[config.mk]
export PLATFORM = sky130hd
export DESIGN_NAME = spart_rx_flat
export DESIGN_NICKNAME = d
export VERILOG_FILES = /design/src/rtl/spart_rx_if.sv /design/src/rtl/spart_rx.sv /design/src/flat_wrapper.sv
export SDC_FILE = /design/constraint.sdc
export NUM_CORES = 1
export LEC_CHECK = 0
export CAP_MARGIN = 20
export CORE_AREA = 2 2 54 56
export CTS_BUF_LIST = sky130_fd_sc_hd__clkbuf_16
export CTS_CLUSTER_SIZE = 16
export DETAILED_ROUTE_END_ITERATION = 8
export DIE_AREA = 0 0 56 58
export PLACE_DENSITY = 0.67
export SETUP_SLACK_MARGIN = 0.3
export SYNTH_ARGS = -nofsm -noshare
export SYNTH_HDL_FRONTEND = slang
export SYNTH_SLANG_ARGS = --single-unit
[constraint.sdc]
create_clock -name clk -period 1.8 [get_ports clk]
set_clock_uncertainty 0.1 [all_clocks]
set_input_delay 0.54 -clock clk [delete_from_list [all_inputs] [get_ports clk]]
set_output_delay 0.54 -clock clk [all_outputs]
set_load 0.05 [all_outputs]
[src/rtl/spart_rx_if.sv]
// SPART receiver host bus: chip select, direction and address from the host,
// receive buffer and data-available status back to the host.
interface spart_rx_if;
   logic       iocs;
   logic       iorw;
   logic [1:0] ioaddr;
   logic [7:0] rx_data;
   logic       rda;

   modport master (
      output iocs,
      output iorw,
      output ioaddr,
      input  rx_data,
      input  rda
   );

   modport slave (
      input  iocs,
      input  iorw,
      input  ioaddr,
      output rx_data,
      output rda
   );
endinterface

[src/rtl/spart_rx.sv]
// SPART 8N1 serial receiver driven by an oversample tick (enable).
// The start bit is validated at its midpoint. The data and stop bits are
// then sampled every OVERSAMPLE ticks. A correctly framed byte is loaded into
// rx_data and raises rda. A host read of address 2'b00 clears rda.
// Optional feature: define SPART_RX_SYNC_EN to place a 2-flop synchronizer
// on rxd. This adds two cycles of sampling latency.
module spart_rx #(
   parameter int OVERSAMPLE = 16
) (
   input  logic      clk,
   input  logic      rst,
   input  logic      enable,
   input  logic      rxd,
   spart_rx_if.slave bus
);

   localparam int            CW        = (OVERSAMPLE > 1) ? $clog2(OVERSAMPLE) : 1;
   localparam logic [CW-1:0] TICK_MID  = CW'(OVERSAMPLE / 2 - 1);
   localparam logic [CW-1:0] TICK_LAST = CW'(OVERSAMPLE - 1);

   typedef enum logic [1:0] {
      IDLE  = 2'd0,
      START = 2'd1,
      DATA  = 2'd2,
      STOP  = 2'd3
   } state_t;

   state_t        state_q,    state_d;
   logic [CW-1:0] tick_cnt_q, tick_cnt_d;
   logic [2:0]    bit_cnt_q,  bit_cnt_d;
   logic [7:0]    shift_q,    shift_d;
   logic [7:0]    rx_data_q,  rx_data_d;
   logic          rda_q,      rda_d;

   logic          rxd_smp_s;
   logic          load_s;
   logic          rd_clr_s;

`ifdef SPART_RX_SYNC_EN
   logic [1:0]    sync_q, sync_d;

   // Shift the raw line through two stages; stage 1 feeds the sampler.
   always_comb begin
      sync_d = {sync_q[0], rxd};
   end

   // Synchronizer flops reset to the idle-high line level.
   always_ff @(posedge clk) begin
      if (rst) begin
         sync_q <= 2'b11;
      end else begin
         sync_q <= sync_d;
      end
   end

   assign rxd_smp_s = sync_q[1];
`else
   assign rxd_smp_s = rxd;
`endif

   // Frame FSM: counters and state move only on oversample ticks.
   always_comb begin
      state_d    = state_q;
      tick_cnt_d = tick_cnt_q;
      bit_cnt_d  = bit_cnt_q;
      shift_d    = shift_q;
      load_s     = 1'b0;
      if (enable) begin
         case (state_q)
            IDLE: begin
               if (!rxd_smp_s) begin
                  state_d    = START;
                  tick_cnt_d = '0;
               end else begin
                  state_d    = IDLE;
               end
            end
            START: begin
               if (tick_cnt_q == TICK_MID) begin
                  tick_cnt_d = '0;
                  if (!rxd_smp_s) begin
                     state_d   = DATA;
                     bit_cnt_d = 3'd0;
                  end else begin
                     // Line went back high before mid-bit: a glitch, not a start.
                     state_d   = IDLE;
                  end
               end else begin
                  tick_cnt_d = tick_cnt_q + 1'b1;
               end
            end
            DATA: begin
               if (tick_cnt_q == TICK_LAST) begin
                  tick_cnt_d = '0;
                  shift_d    = {rxd_smp_s, shift_q[7:1]};
                  if (bit_cnt_q == 3'd7) begin
                     state_d   = STOP;
                     bit_cnt_d = 3'd0;
                  end else begin
                     bit_cnt_d = bit_cnt_q + 3'd1;
                  end
               end else begin
                  tick_cnt_d = tick_cnt_q + 1'b1;
               end
            end
            STOP: begin
               if (tick_cnt_q == TICK_LAST) begin
                  // Back to IDLE at the stop midpoint so the next start is seen on the next tick.
                  state_d    = IDLE;
                  tick_cnt_d = '0;
                  load_s     = rxd_smp_s;
               end else begin
                  tick_cnt_d = tick_cnt_q + 1'b1;
               end
            end
            default: begin
               state_d    = IDLE;
               tick_cnt_d = '0;
               bit_cnt_d  = 3'd0;
            end
         endcase
      end else begin
         state_d    = state_q;
         tick_cnt_d = tick_cnt_q;
      end
   end

   // Host-visible buffer: a valid stop loads the byte and wins over a same-cycle read-clear.
   always_comb begin
      rd_clr_s  = bus.iocs & bus.iorw & (bus.ioaddr == 2'b00);
      rda_d     = rda_q;
      rx_data_d = rx_data_q;
      if (load_s) begin
         rda_d     = 1'b1;
         rx_data_d = shift_q;
      end else if (rd_clr_s) begin
         rda_d     = 1'b0;
      end else begin
         rda_d     = rda_q;
      end
   end

   // State and output registers; reset dominates every other update.
   always_ff @(posedge clk) begin
      if (rst) begin
         state_q    <= IDLE;
         tick_cnt_q <= '0;
         bit_cnt_q  <= 3'd0;
         shift_q    <= 8'h00;
         rx_data_q  <= 8'h00;
         rda_q      <= 1'b0;
      end else begin
         state_q    <= state_d;
         tick_cnt_q <= tick_cnt_d;
         bit_cnt_q  <= bit_cnt_d;
         shift_q    <= shift_d;
         rx_data_q  <= rx_data_d;
         rda_q      <= rda_d;
      end
   end

   assign bus.rx_data = rx_data_q;
   assign bus.rda     = rda_q;

endmodule

[src/flat_wrapper.sv]
// flat-port wrapper written by rule: the top's interface ports become plain ports
module spart_rx_flat 
#(
   parameter int OVERSAMPLE = 16
)
  (clk, rst, enable, rxd, bus_iocs, bus_iorw, bus_ioaddr, bus_rx_data, bus_rda);
  spart_rx_if bus_i ();
  input  logic clk;
  input  logic rst;
  input  logic enable;
  input  logic rxd;
  input wire logic [$bits(bus_i.iocs)-1:0] bus_iocs;
  input wire logic [$bits(bus_i.iorw)-1:0] bus_iorw;
  input wire logic [$bits(bus_i.ioaddr)-1:0] bus_ioaddr;
  output wire logic [$bits(bus_i.rx_data)-1:0] bus_rx_data;
  output wire logic [$bits(bus_i.rda)-1:0] bus_rda;
  assign bus_i.iocs = bus_iocs;
  assign bus_i.iorw = bus_iorw;
  assign bus_i.ioaddr = bus_ioaddr;
  assign bus_rx_data = bus_i.rx_data;
  assign bus_rda = bus_i.rda;
  spart_rx #(.OVERSAMPLE(OVERSAMPLE)) u_core (.clk(clk), .rst(rst), .enable(enable), .rxd(rxd), .bus(bus_i));
endmodule
==> results of run 1 <==
state kept, by name, summed over array words and instances, names as in the netlist, named ones only:
signal	cells
u_core.tick_cnt_q	4
u_core.state_q	1
u_core.shift_q	8
u_core.bus.rx_data	8
u_core.bit_cnt_q	3
u_core.bus.rda	1
worst max-delay path, cell delays in order:
cell and delay [ns]:
clkdlybuf4s15_1 0.21, a21bo_4 0.22, or4b_1 0.50, a21oi_2 0.14
kinds of logic (layout without fill, tap and decap cells):
group / count (synthesis) / in the layout / share of synthesized area, %
muxes: 17 / 17 / 14.7
AOI/OAI and AO/OA: 18 / 18 / 11.0
xor gates and xnor gates: 2 / 2 / 1.51
buffers and inverters: 9 / 34 / 4.85
adders and majority gates: 3 / 3 / 3.23
and+or+nand+nor: 46 / 46 / 19.9
DFF: 26 / 26 / 44.8
layer usage:
metal,vias to the layer above,track usage [%]
li1,472,-
met1,457,20.7
met5,-,0
met3,7,5.13
met2,14,27.9
met4,0,5.78
stage by stage:
stage | setup slack, ns | hold WS, ns
floorplan | 0.307 | 0.352
global placement | -0.313 | 0.363
detailed placement | -0.341 | 0.378
CTS | 0.292 | 0.397
global route | 0.181 | 0.414
finish | 0.270 | 0.380
power breakdown:
group          internal, W  switching [W]
registers         0.000577     0.00000383
logic            0.0000463      0.0000436
clock network     0.000442       0.000189
total              0.00106       0.000237
cells in the final DEF (no fill, tap or decap), drive strengths merged, types with 2 or more instances in the layout:
cell           instances
a21oi                  3
inv                    2
clkdlybuf4s50          5
mux2i                 17
nand3                  3
dfxtp                 26
nand3b                 2
nor2b                  2
nand4                  2
nand2b                 4
clkbuf                 4
nand2                  4
ha                     3
xnor2                  2
nor2                  21
buf                   21
nor3                   3
o21ai                  5
layout make-up:
type / instances / area, µm²
clock buffers: 3 / 75.1
clock inverters: 1 / 30.0
fillers: 212 / 975
inverters: 2 / 7.51
multi-input cells: 86 / 622
flip-flops and latches: 26 / 533
well taps: 31 / 38.8
repair buffers: 28 / 382
worst min-delay path by stage:
stage,startpoint,end,slack (ns)
after CTS,u_core.bit_cnt_q[1]$_SDFFE_PP0P_,u_core.bit_cnt_q[1]$_SDFFE_PP0P_,0.40
after global placement,u_core.tick_cnt_q[1]$_SDFFE_PP0P_,u_core.tick_cnt_q[1]$_SDFFE_PP0P_,0.36
after detailed placement,u_core.shift_q[0]$_SDFFE_PP0P_,u_core.bus.rx_data[0]$_SDFFE_PP0P_,0.38
after floorplan,u_core.bit_cnt_q[1]$_SDFFE_PP0P_,u_core.bit_cnt_q[1]$_SDFFE_PP0P_,0.35
after global routing,u_core.bit_cnt_q[1]$_SDFFE_PP0P_,u_core.bit_cnt_q[1]$_SDFFE_PP0P_,0.41
final,u_core.bit_cnt_q[2]$_SDFFE_PP0P_,u_core.bit_cnt_q[2]$_SDFFE_PP0P_,0.38
repair_timing:
item,CTS,global route
gates cloned,0,1
buffers inserted,2,2
resized for setup,13,8
pin swaps,1,3
setup endpoints to repair,26,20
==> results.py, run 1 <==
metrics = {
    "status": {
        "status": "completed",
    },
    "synth": {
        "yosys_most_used_dff": "dfxtp_1",
        "yosysMostFrequentCell": "dfxtp_1",
        "ys_warn_count": 0,
        "synthArstFlopShare_pct": 0,
        "synth_cell_types": 34,
        "syn_nets": 132,
        "synth_area_leaders": "dfxtp_1 45%, mux2i_1 15%, nor2_1 6.8%, ha_1 3.2%, nand2b_1 2.2%",
        "synth_seq_cells": 26,
        "synth-seq-area-share_pct": 44.8,
        "netlist.area_leader.share_pct": 44.8,
        "synth_edf_count": 0,
        "synthCells": 121,
        "yosys.area.top_type": "dfxtp_1",
        "syn_avg_cell_area_um2": 9.60,
        "synth_area_um2": 1160,
        "synthTopCellsByCount": "26 x dfxtp_1, 21 x nor2_1, 17 x mux2i_1",
    },
    "route": {
        "drc_errors": 0,
        "maxUsedRoutingLayer": "met4",
        "first_pass_iters": 4,
        "wl_met3_um": 65,
        "vias": 950,
        "wl_um": 2520,
        "wl_met2_um": 1360,
        "wl_met1_um": 1040,
        "viasPerCell": 5.37,
        "detail_route.iter0.violations": 40,
        "drtAntennaViolNets": 0,
        "wl_per_cell_um": 14.2,
    },
    "sta": {
        "slew-limit-headroom_pct": 82.6,
        "worstMarginPinSlew_ns": 0.259,
        "max_freq_mhz": 654,
        "finalHoldViolCount": 0,
        "layout_min_cycle_time_ns": 1.53,
        "setup_viol": 0,
        "slew_violations": 0,
        "rsz0062_at_grt": "yes",
        "period_share_pct": 85.0,
        "fin_tns_setup_ns": 0,
    },
    "grt": {
        "antenna_found_initial": 0,
        "grt_pass1_wl_um": 4240,
        "grt_max_degree": 31,
        "grt-ovfl-total": 0,
        "grt_pass1_vias": 943,
        "grt.total_usage_pct": 16.7,
    },
    "clocking": {
        "numCtsBuffers": 3,
        "cts_tree": "built",
        "cts.sinks": 26,
        "clk_transition_reported_paths_ns": 0.06,
        "ctsHoldBuffers": 0,
        "cts_max_path_buffers": 2,
        "cts_root_buf": "clkbuf_16",
        "htreeDepth": 1,
        "clock_latency_ns": 0.25,
    },
    "critical_path": {
        "critPathLaunchType": "input port",
        "timing.rr.start": "u_core.tick_cnt_q[0]$_SDFFE_PP0P_",
        "rr_endpoint": "u_core.shift_q[7]$_SDFFE_PP0P_",
        "reg2reg_slack_ns": 0.27,
        "arrival_ns": 1.62,
        "critical_path_class": "input port to flip-flop",
        "cp-startpoint": "rxd",
        "end_kind": "flip-flop",
        "cp-endpoint": "u_core.tick_cnt_q[2]$_SDFFE_PP0P_",
        "cp_max_fo": 2,
        "required_ns": 1.89,
        "reg2reg_depth": 6,
    },
    "layout": {
        "final_cells": 177,
        "final_nets": 158,
        "fin_area_um2": 1690,
        "finish.utilization_pct": 63.4,
        "layout-drive-gt1-share_pct": 27.4,
        "area_delta_synth_final_pct": 45.4,
        "insertedDiodeCount": 0,
    },
    "power_and_ir_drop": {
        "vdd.ir_drop.worst_mv": 0.838,
        "powerDensity_nw_per_um2": 771,
        "power_w": 0.00130,
        "leakagePower_nw": 0.675,
    },
    "run": {
        "maxCapViolCount": 0,
    },
    "die": {
        "initial_core_util_pct": 43.6,
        "row_count": 19,
        "die_height_um": 58,
        "coreArea_um2": 2660,
        "ioPinCount": 17,
        "die_w_um": 56,
        "die_area_um2": 3250,
    },
    "placed_design": {
        "hpwl_um": 1580,
        "gp_congestion": 0.863,
        "numPortBuffers": 16,
        "dpl_cell_area_um2": 1480,
        "dp_cells": 168,
    },
    "hold_path": {
        "hold_class": "flip-flop to flip-flop",
        "whs_path_depth": 2,
    },
}
No activity file was read; power rests on OpenSTA's default activity.
==> inputs of run 2 (changes only) <==
--- a/config.mk
+++ b/config.mk
@@ -11,7 +11,7 @@
 export CTS_CLUSTER_SIZE = 16
 export DETAILED_ROUTE_END_ITERATION = 8
 export DIE_AREA = 0 0 56 58
-export PLACE_DENSITY = 0.67
+export PLACE_DENSITY = 0.69
 export SETUP_SLACK_MARGIN = 0.3
 export SYNTH_ARGS = -nofsm -noshare
 export SYNTH_HDL_FRONTEND = slang
==> constraint.sdc (replaced) <==
create_clock -name clk -period 1.25 [get_ports clk]
set_clock_uncertainty 0.1 [all_clocks]
set_input_delay 0.375 -clock clk [delete_from_list [all_inputs] [get_ports clk]]
set_output_delay 0.375 -clock clk [all_outputs]
set_load 0.05 [all_outputs]
==> run 2 against run 1 <==
Effect of this change:
- the flow now finishes with violations (negative setup slack)
- sequential cell count is the same
- global-route usage rose by 1.5 points
- count of clock-buffer cells in the layout unchanged
- combinational power increased by 87%
- die area unchanged
- power rose by 50%
- core utilization grew 5.5 points
- sequential power up 45%
- setup slack got worse by 0.50 ns
- register-to-register slack got worse by 0.50 ns
- first-iteration DRC count is 15% higher
- critical endpoint is now u_core.bus.rx_data[2]$_SDFFE_PP0P_
- largest power group unchanged
- highest routed layer unchanged
==> results.py, run 2 (same netlist as run 1, synthesis figures left out) <==
metrics = {
    "layout": {
        "insertedDiodeCount": 0,
        "layout-drive-gt1-share_pct": 45.1,
        "fin_area_um2": 1840,
        "final-seq-area_um2": 541,
        "final_nets": 174,
        "area_delta_synth_final_pct": 58.1,
        "final_common_cell": "buf_4",
        "final_cells": 193,
        "n_fill_cell": 210,
        "multi_input_area_um2": 669,
        "final_cell_mix": "24 x buf_4, 20 x nor2_1, 16 x mux2i_1, 13 x dfxtp_2, 12 x dfxtp_1",
    },
    "grt": {
        "grt.total_usage_pct": 18.2,
        "grt_pass1_vias": 1077,
        "grt_max_degree": 19,
        "grt-ovfl-total": 0,
        "grt_pass1_wl_um": 4680,
        "antenna_found_initial": 0,
    },
    "clocking": {
        "cts_tree": "built",
        "cts_root_buf": "clkbuf_16",
        "cts_max_path_buffers": 2,
        "clk_transition_reported_paths_ns": 0.07,
        "htreeDepth": 1,
        "cts.sinks": 26,
        "numCtsBuffers": 3,
        "clock_latency_ns": 0.26,
    },
    "critical_path": {
        "critical_path_class": "flip-flop to flip-flop",
        "crit_chain": "ha_4, and4_4, nand4_1, buf_6, mux2i_2, nor2_1",
        "cp_num_buf_inv": 1,
        "arrival_ns": 1.54,
        "cp_max_fo": 5,
        "cpLargestDelayFamily": "simple AND/OR/NAND/NOR gates",
        "crit_path_max_incr_delay_ns": 0.35,
        "critPathLaunchType": "flip-flop",
        "reg2reg_slack_ns": -0.23,
        "required_ns": 1.31,
        "end_kind": "flip-flop",
        "cp_slowest_cell": "dfxtp_2",
    },
    "route": {
        "first_pass_iters": 4,
        "drc_errors": 0,
        "vias": 1007,
        "wl_per_cell_um": 14.0,
        "viasPerCell": 5.22,
        "wl_um": 2710,
        "drtAntennaViolNets": 0,
        "detail_route.iter0.violations": 46,
    },
    "power_and_ir_drop": {
        "pwr-share-seq_pct": 43.0,
        "powerDensity_nw_per_um2": 1060,
        "p_sw_share_pct": 19.9,
        "power_w": 0.00195,
        "switchingPower_w": 0.000389,
        "vdd.ir_drop.worst_mv": 1.36,
        "leakagePower_nw": 0.753,
        "pwr-share-comb_pct": 8.6,
        "clockPowerShare_pct": 48.3,
        "internal-power_w": 0.00156,
    },
    "hold_path": {
        "hold_class": "flip-flop to flip-flop",
    },
    "placed_design": {
        "hpwl_um": 1810,
        "place_ws_ns": -0.697,
        "gp_congestion": 0.873,
        "dpl_cell_area_um2": 1630,
        "dp_cells": 184,
        "numPortBuffers": 16,
    },
    "sta": {
        "slew_violations": 0,
        "period_share_pct": 119,
        "worstMarginPinSlew_ns": 0.284,
        "slew-limit-headroom_pct": 80.9,
        "rsz0062_at_grt": "yes",
        "hold_ws_ns": 0.386,
        "layout_min_cycle_time_ns": 1.48,
        "setup_viol": 25,
        "setup_slack_ns": -0.234,
        "max_freq_mhz": 674,
        "finalHoldViolCount": 0,
    },
    "die": {
        "die_w_um": 56,
        "ioPinCount": 17,
        "coreArea_um2": 2660,
        "initial_core_util_pct": 43.6,
        "die_height_um": 58,
        "die_area_um2": 3250,
        "row_count": 19,
    },
    "run": {
        "maxCapViolCount": 0,
    },
    "status": {
        "failed_checks": "negative setup slack",
        "status": "finished with violations",
    },
}
## run 2: cell types whose count changed in the layout (fill, tap and decap cells not counted), sizes merged
cell,delta
buf,+16
clkdlybuf4s50,-1
clkbuf,-1
dlygate4sd2,+2
## run 2: path summary, 6_finish.rpt
kind	depth (start not counted)	from	to
setup / recovery	6	u_core.tick_cnt_q[1]$_SDFFE_PP0P_	u_core.bus.rx_data[2]$_SDFFE_PP0P_
setup reg to reg	6	u_core.tick_cnt_q[1]$_SDFFE_PP0P_	u_core.bus.rx_data[2]$_SDFFE_PP0P_
hold / removal	2	u_core.bit_cnt_q[1]$_SDFFE_PP0P_	u_core.bit_cnt_q[1]$_SDFFE_PP0P_
hold reg to reg	2	u_core.bit_cnt_q[1]$_SDFFE_PP0P_	u_core.bit_cnt_q[1]$_SDFFE_PP0P_
## run 2: timing repair
item	CTS	global route
setup endpoints to repair	35	35
resized for setup	18	6
hold endpoints to repair	0	0
pin swaps	6	5
buffers inserted	4	1
gates cloned	0	0
hold buffers	0	0
## run 2: area by class of cell
| type | count | area share, % |
|---|---|---|
| clock buffers | 3 | 4.09 |
| clock inverters | 1 | 1.64 |
| inverters | 2 | 0.409 |
| multi-input cells | 86 | 36.5 |
| flip-flops and latches | 26 | 29.4 |
| well taps | 31 | 2.11 |
| repair buffers | 44 | 25.8 |
## run 2: per-stage QoR
| stage | setup TNS [ns] | util [%] |
|---|---|---|
| 5_1_grt | -6.39 | 68.9 |
| 6_report | -4.44 | 68.9 |
| 2_1_floorplan | -2.67 | - |
| 3_5_place_dp | -16.22 | 61.0 |
| 3_3_place_gp | -15.05 | 61.0 |
| 4_1_cts | -4.28 | 67.7 |
## run 2: worst reg2reg max path: stages, from the launching register on
cell and delay (ns):
dfxtp_2 0.35, ha_4 0.15, and4_4 0.23, nand4_1 0.13, buf_6 0.18, mux2i_2 0.18, nor2_1 0.05
## run 2: metal layers
metal	vias up	GRT usage, %	share of wire (%)
met5	-	0	0
li1	507	-	-
met3	4	4.46	2.5
met4	0	8.84	1.4
met1	483	19.7	42
met2	13	33.4	54
## run 2: power by group through the flow
stage | Combinational (W) | Clock (W) | Sequential, W
finish | 0.000168 | 0.000944 | 0.000841
global route | 0.000181 | 0.000988 | 0.000842
CTS | 0.000160 | 0.000943 | 0.000841
detailed placement | 0.000147 | 0 | 0.000859
global placement | 0.000142 | 0 | 0.000859
floorplan | 0.0000784 | 0 | 0.000859
==> inputs of run 3 (changes only) <==
--- a/config.mk
+++ b/config.mk
@@ -6,12 +6,14 @@
 export NUM_CORES = 1
 export LEC_CHECK = 0
 export CAP_MARGIN = 20
-export CORE_AREA = 2 2 54 56
+export CELL_PAD_IN_SITES_DETAIL_PLACEMENT = 0
+export CELL_PAD_IN_SITES_GLOBAL_PLACEMENT = 2
+export CORE_AREA = 2 2 67 69
 export CTS_BUF_LIST = sky130_fd_sc_hd__clkbuf_16
 export CTS_CLUSTER_SIZE = 16
 export DETAILED_ROUTE_END_ITERATION = 8
-export DIE_AREA = 0 0 56 58
-export PLACE_DENSITY = 0.69
+export DIE_AREA = 0 0 69 71
+export PLACE_DENSITY_LB_ADDON = 0.1
 export SETUP_SLACK_MARGIN = 0.3
 export SYNTH_ARGS = -nofsm -noshare
 export SYNTH_HDL_FRONTEND = slang
==> run 3 against run 2 <==
Effect of this change:
- the flow still finishes with violations (negative setup slack)
- worst hold slack lost 0.00075 ns
- die area grew 51%
- combinational power grew 13%
- critical endpoint is now u_core.bus.rx_data[5]$_SDFFE_PP0P_
- largest cell class unchanged
- highest routed layer unchanged
==> results.py, run 3 (same netlist as run 1, synthesis figures left out) <==
metrics = {
    "run": {
        "maxCapViolCount": 0,
    },
    "critical_path": {
        "cp_max_fo": 9,
        "required_ns": 1.30,
        "cp_num_buf_inv": 1,
        "arrival_ns": 1.48,
        "critical_path_class": "flip-flop to flip-flop",
        "cp-startpoint": "u_core.tick_cnt_q[1]$_SDFFE_PP0P_",
        "timing.rr.start": "u_core.tick_cnt_q[1]$_SDFFE_PP0P_",
        "cp_slowest_cell": "dfxtp_2",
        "end_kind": "flip-flop",
        "crit_chain": "ha_4, and4_4, nand4_1, buf_6, mux2i_1, nor2_1",
        "cpLargestDelayFamily": "simple AND/OR/NAND/NOR gates",
        "crit_path_max_incr_delay_ns": 0.36,
        "critPathLaunchType": "flip-flop",
    },
    "die": {
        "ioPinCount": 17,
        "coreArea_um2": 4200,
        "row_count": 24,
        "die_area_um2": 4900,
        "initial_core_util_pct": 27.6,
        "die_height_um": 71,
        "die_w_um": 69,
    },
    "placed_design": {
        "numPortBuffers": 16,
        "gp_congestion": 0.652,
        "hpwl_um": 1880,
    },
    "clocking": {
        "cts_tree": "built",
        "clock_latency_ns": 0.26,
        "cts_max_path_buffers": 2,
        "cts.sinks": 26,
        "cts_root_buf": "clkbuf_16",
        "numCtsBuffers": 3,
        "clk_transition_reported_paths_ns": 0.07,
        "htreeDepth": 1,
    },
    "route": {
        "wl_per_cell_um": 12.6,
        "drc_errors": 0,
        "wl_met1_um": 1250,
        "wl_met3_um": 56,
        "vias": 989,
        "maxUsedRoutingLayer": "met4",
        "drtAntennaViolNets": 0,
        "detail_route.iter0.violations": 20,
        "viasPerCell": 4.58,
        "wl_met2_um": 1390,
        "wl_um": 2710,
        "first_pass_iters": 4,
    },
    "layout": {
        "finish.utilization_pct": 46.0,
        "insertedDiodeCount": 0,
        "final_cell_mix": "22 x buf_4, 20 x nor2_1, 17 x mux2i_1, 12 x dfxtp_1, 12 x dfxtp_2",
        "final_nets": 176,
        "layout-drive-gt1-share_pct": 48.2,
        "area_delta_synth_final_pct": 66.5,
        "final_common_cell": "buf_4",
    },
    "hold_path": {
        "hold_class": "flip-flop to flip-flop",
        "hp-start": "u_core.bit_cnt_q[1]$_SDFFE_PP0P_",
    },
    "sta": {
        "setup_slack_ns": -0.181,
        "period_share_pct": 114,
        "rsz0062_at_grt": "yes",
        "fin_tns_setup_ns": -3.73,
        "finalHoldViolCount": 0,
        "worstMarginPinSlew_ns": 0.297,
        "layout_min_cycle_time_ns": 1.43,
        "max_freq_mhz": 699,
        "setup_viol": 25,
        "slew_violations": 0,
        "slew-limit-headroom_pct": 80.0,
    },
    "power_and_ir_drop": {
        "vdd.ir_drop.worst_mv": 0.474,
        "powerDensity_nw_per_um2": 1020,
        "leakagePower_nw": 0.788,
        "power_w": 0.00197,
    },
    "grt": {
        "grt_pass1_wl_um": 4660,
        "grt-ovfl-total": 0,
        "grt_pass1_vias": 1008,
        "grt.total_usage_pct": 11.7,
        "antenna_found_initial": 0,
        "grt_max_degree": 18,
    },
    "status": {
        "failed_checks": "negative setup slack",
        "status": "finished with violations",
    },
}
run 3: path summary, 6_finish.rpt:
path                                        endpoint  slack [ns]  cells after the start
setup reg to reg  u_core.bus.rx_data[5]$_SDFFE_PP0P_       -0.18                      6
hold / removal      u_core.bit_cnt_q[1]$_SDFFE_PP0P_        0.38                      2
hold reg to reg     u_core.bit_cnt_q[1]$_SDFFE_PP0P_        0.38                      2
setup / recovery  u_core.bus.rx_data[5]$_SDFFE_PP0P_       -0.18                      6
run 3: repair_timing:
action	in CTS	in global routing
hold buffers	0	0
gates resized for setup	18	14
endpoints found under the setup margin	35	35
cloned	1	0
hold endpoints to repair	0	0
pin swaps	2	5
setup buffers	3	2
run 3: worst register-to-register path, stage by stage, from the launching register on:
cell	delay, ns
dfxtp_2	0.36
ha_4	0.16
and4_4	0.25
nand4_1	0.09
buf_6	0.17
mux2i_1	0.15
nor2_1	0.05
run 3: area by class of cell:
cell class / instances / area (µm²)
inverter: 2 / 7.51
multi-input combinational: 87 / 702
clock buffer: 3 / 75.1
sequential: 26 / 543
clock inverter: 1 / 30.0
fill: 404 / 2270
tap: 52 / 65.1
timing repair buffer: 45 / 510
run 3: through the flow:
| step | hold slack, ns | std cells | setup slack [ns] | instance area, µm² |
|---|---|---|---|---|
| final | 0.385 | 216 | -0.181 | 1930 |
| after global routing | 0.416 | 216 | -0.268 | 1930 |
| after CTS | 0.387 | 214 | -0.192 | 1860 |
| after detailed placement | 0.377 | 206 | -0.746 | 1680 |
| after global placement | 0.372 | 206 | -0.666 | 1680 |
| after floorplan | 0.355 | 121 | -0.177 | 1230 |
run 3: layer usage:
metal / vias to the layer above / track usage [%]
met1: 471 / 15.1
met4: 0 / 3.27
met3: 2 / 2.71
met2: 6 / 19.7
met5: - / 0
li1: 510 / -
run 3: report_power, final:
| group | total (W) | internal, W | switching (W) |
|---|---|---|---|
| sequential | 0.000842 | 0.000833 | 0.00000880 |
| clock | 0.000938 | 0.000637 | 0.000301 |
| combinational | 0.000189 | 0.000110 | 0.0000795 |
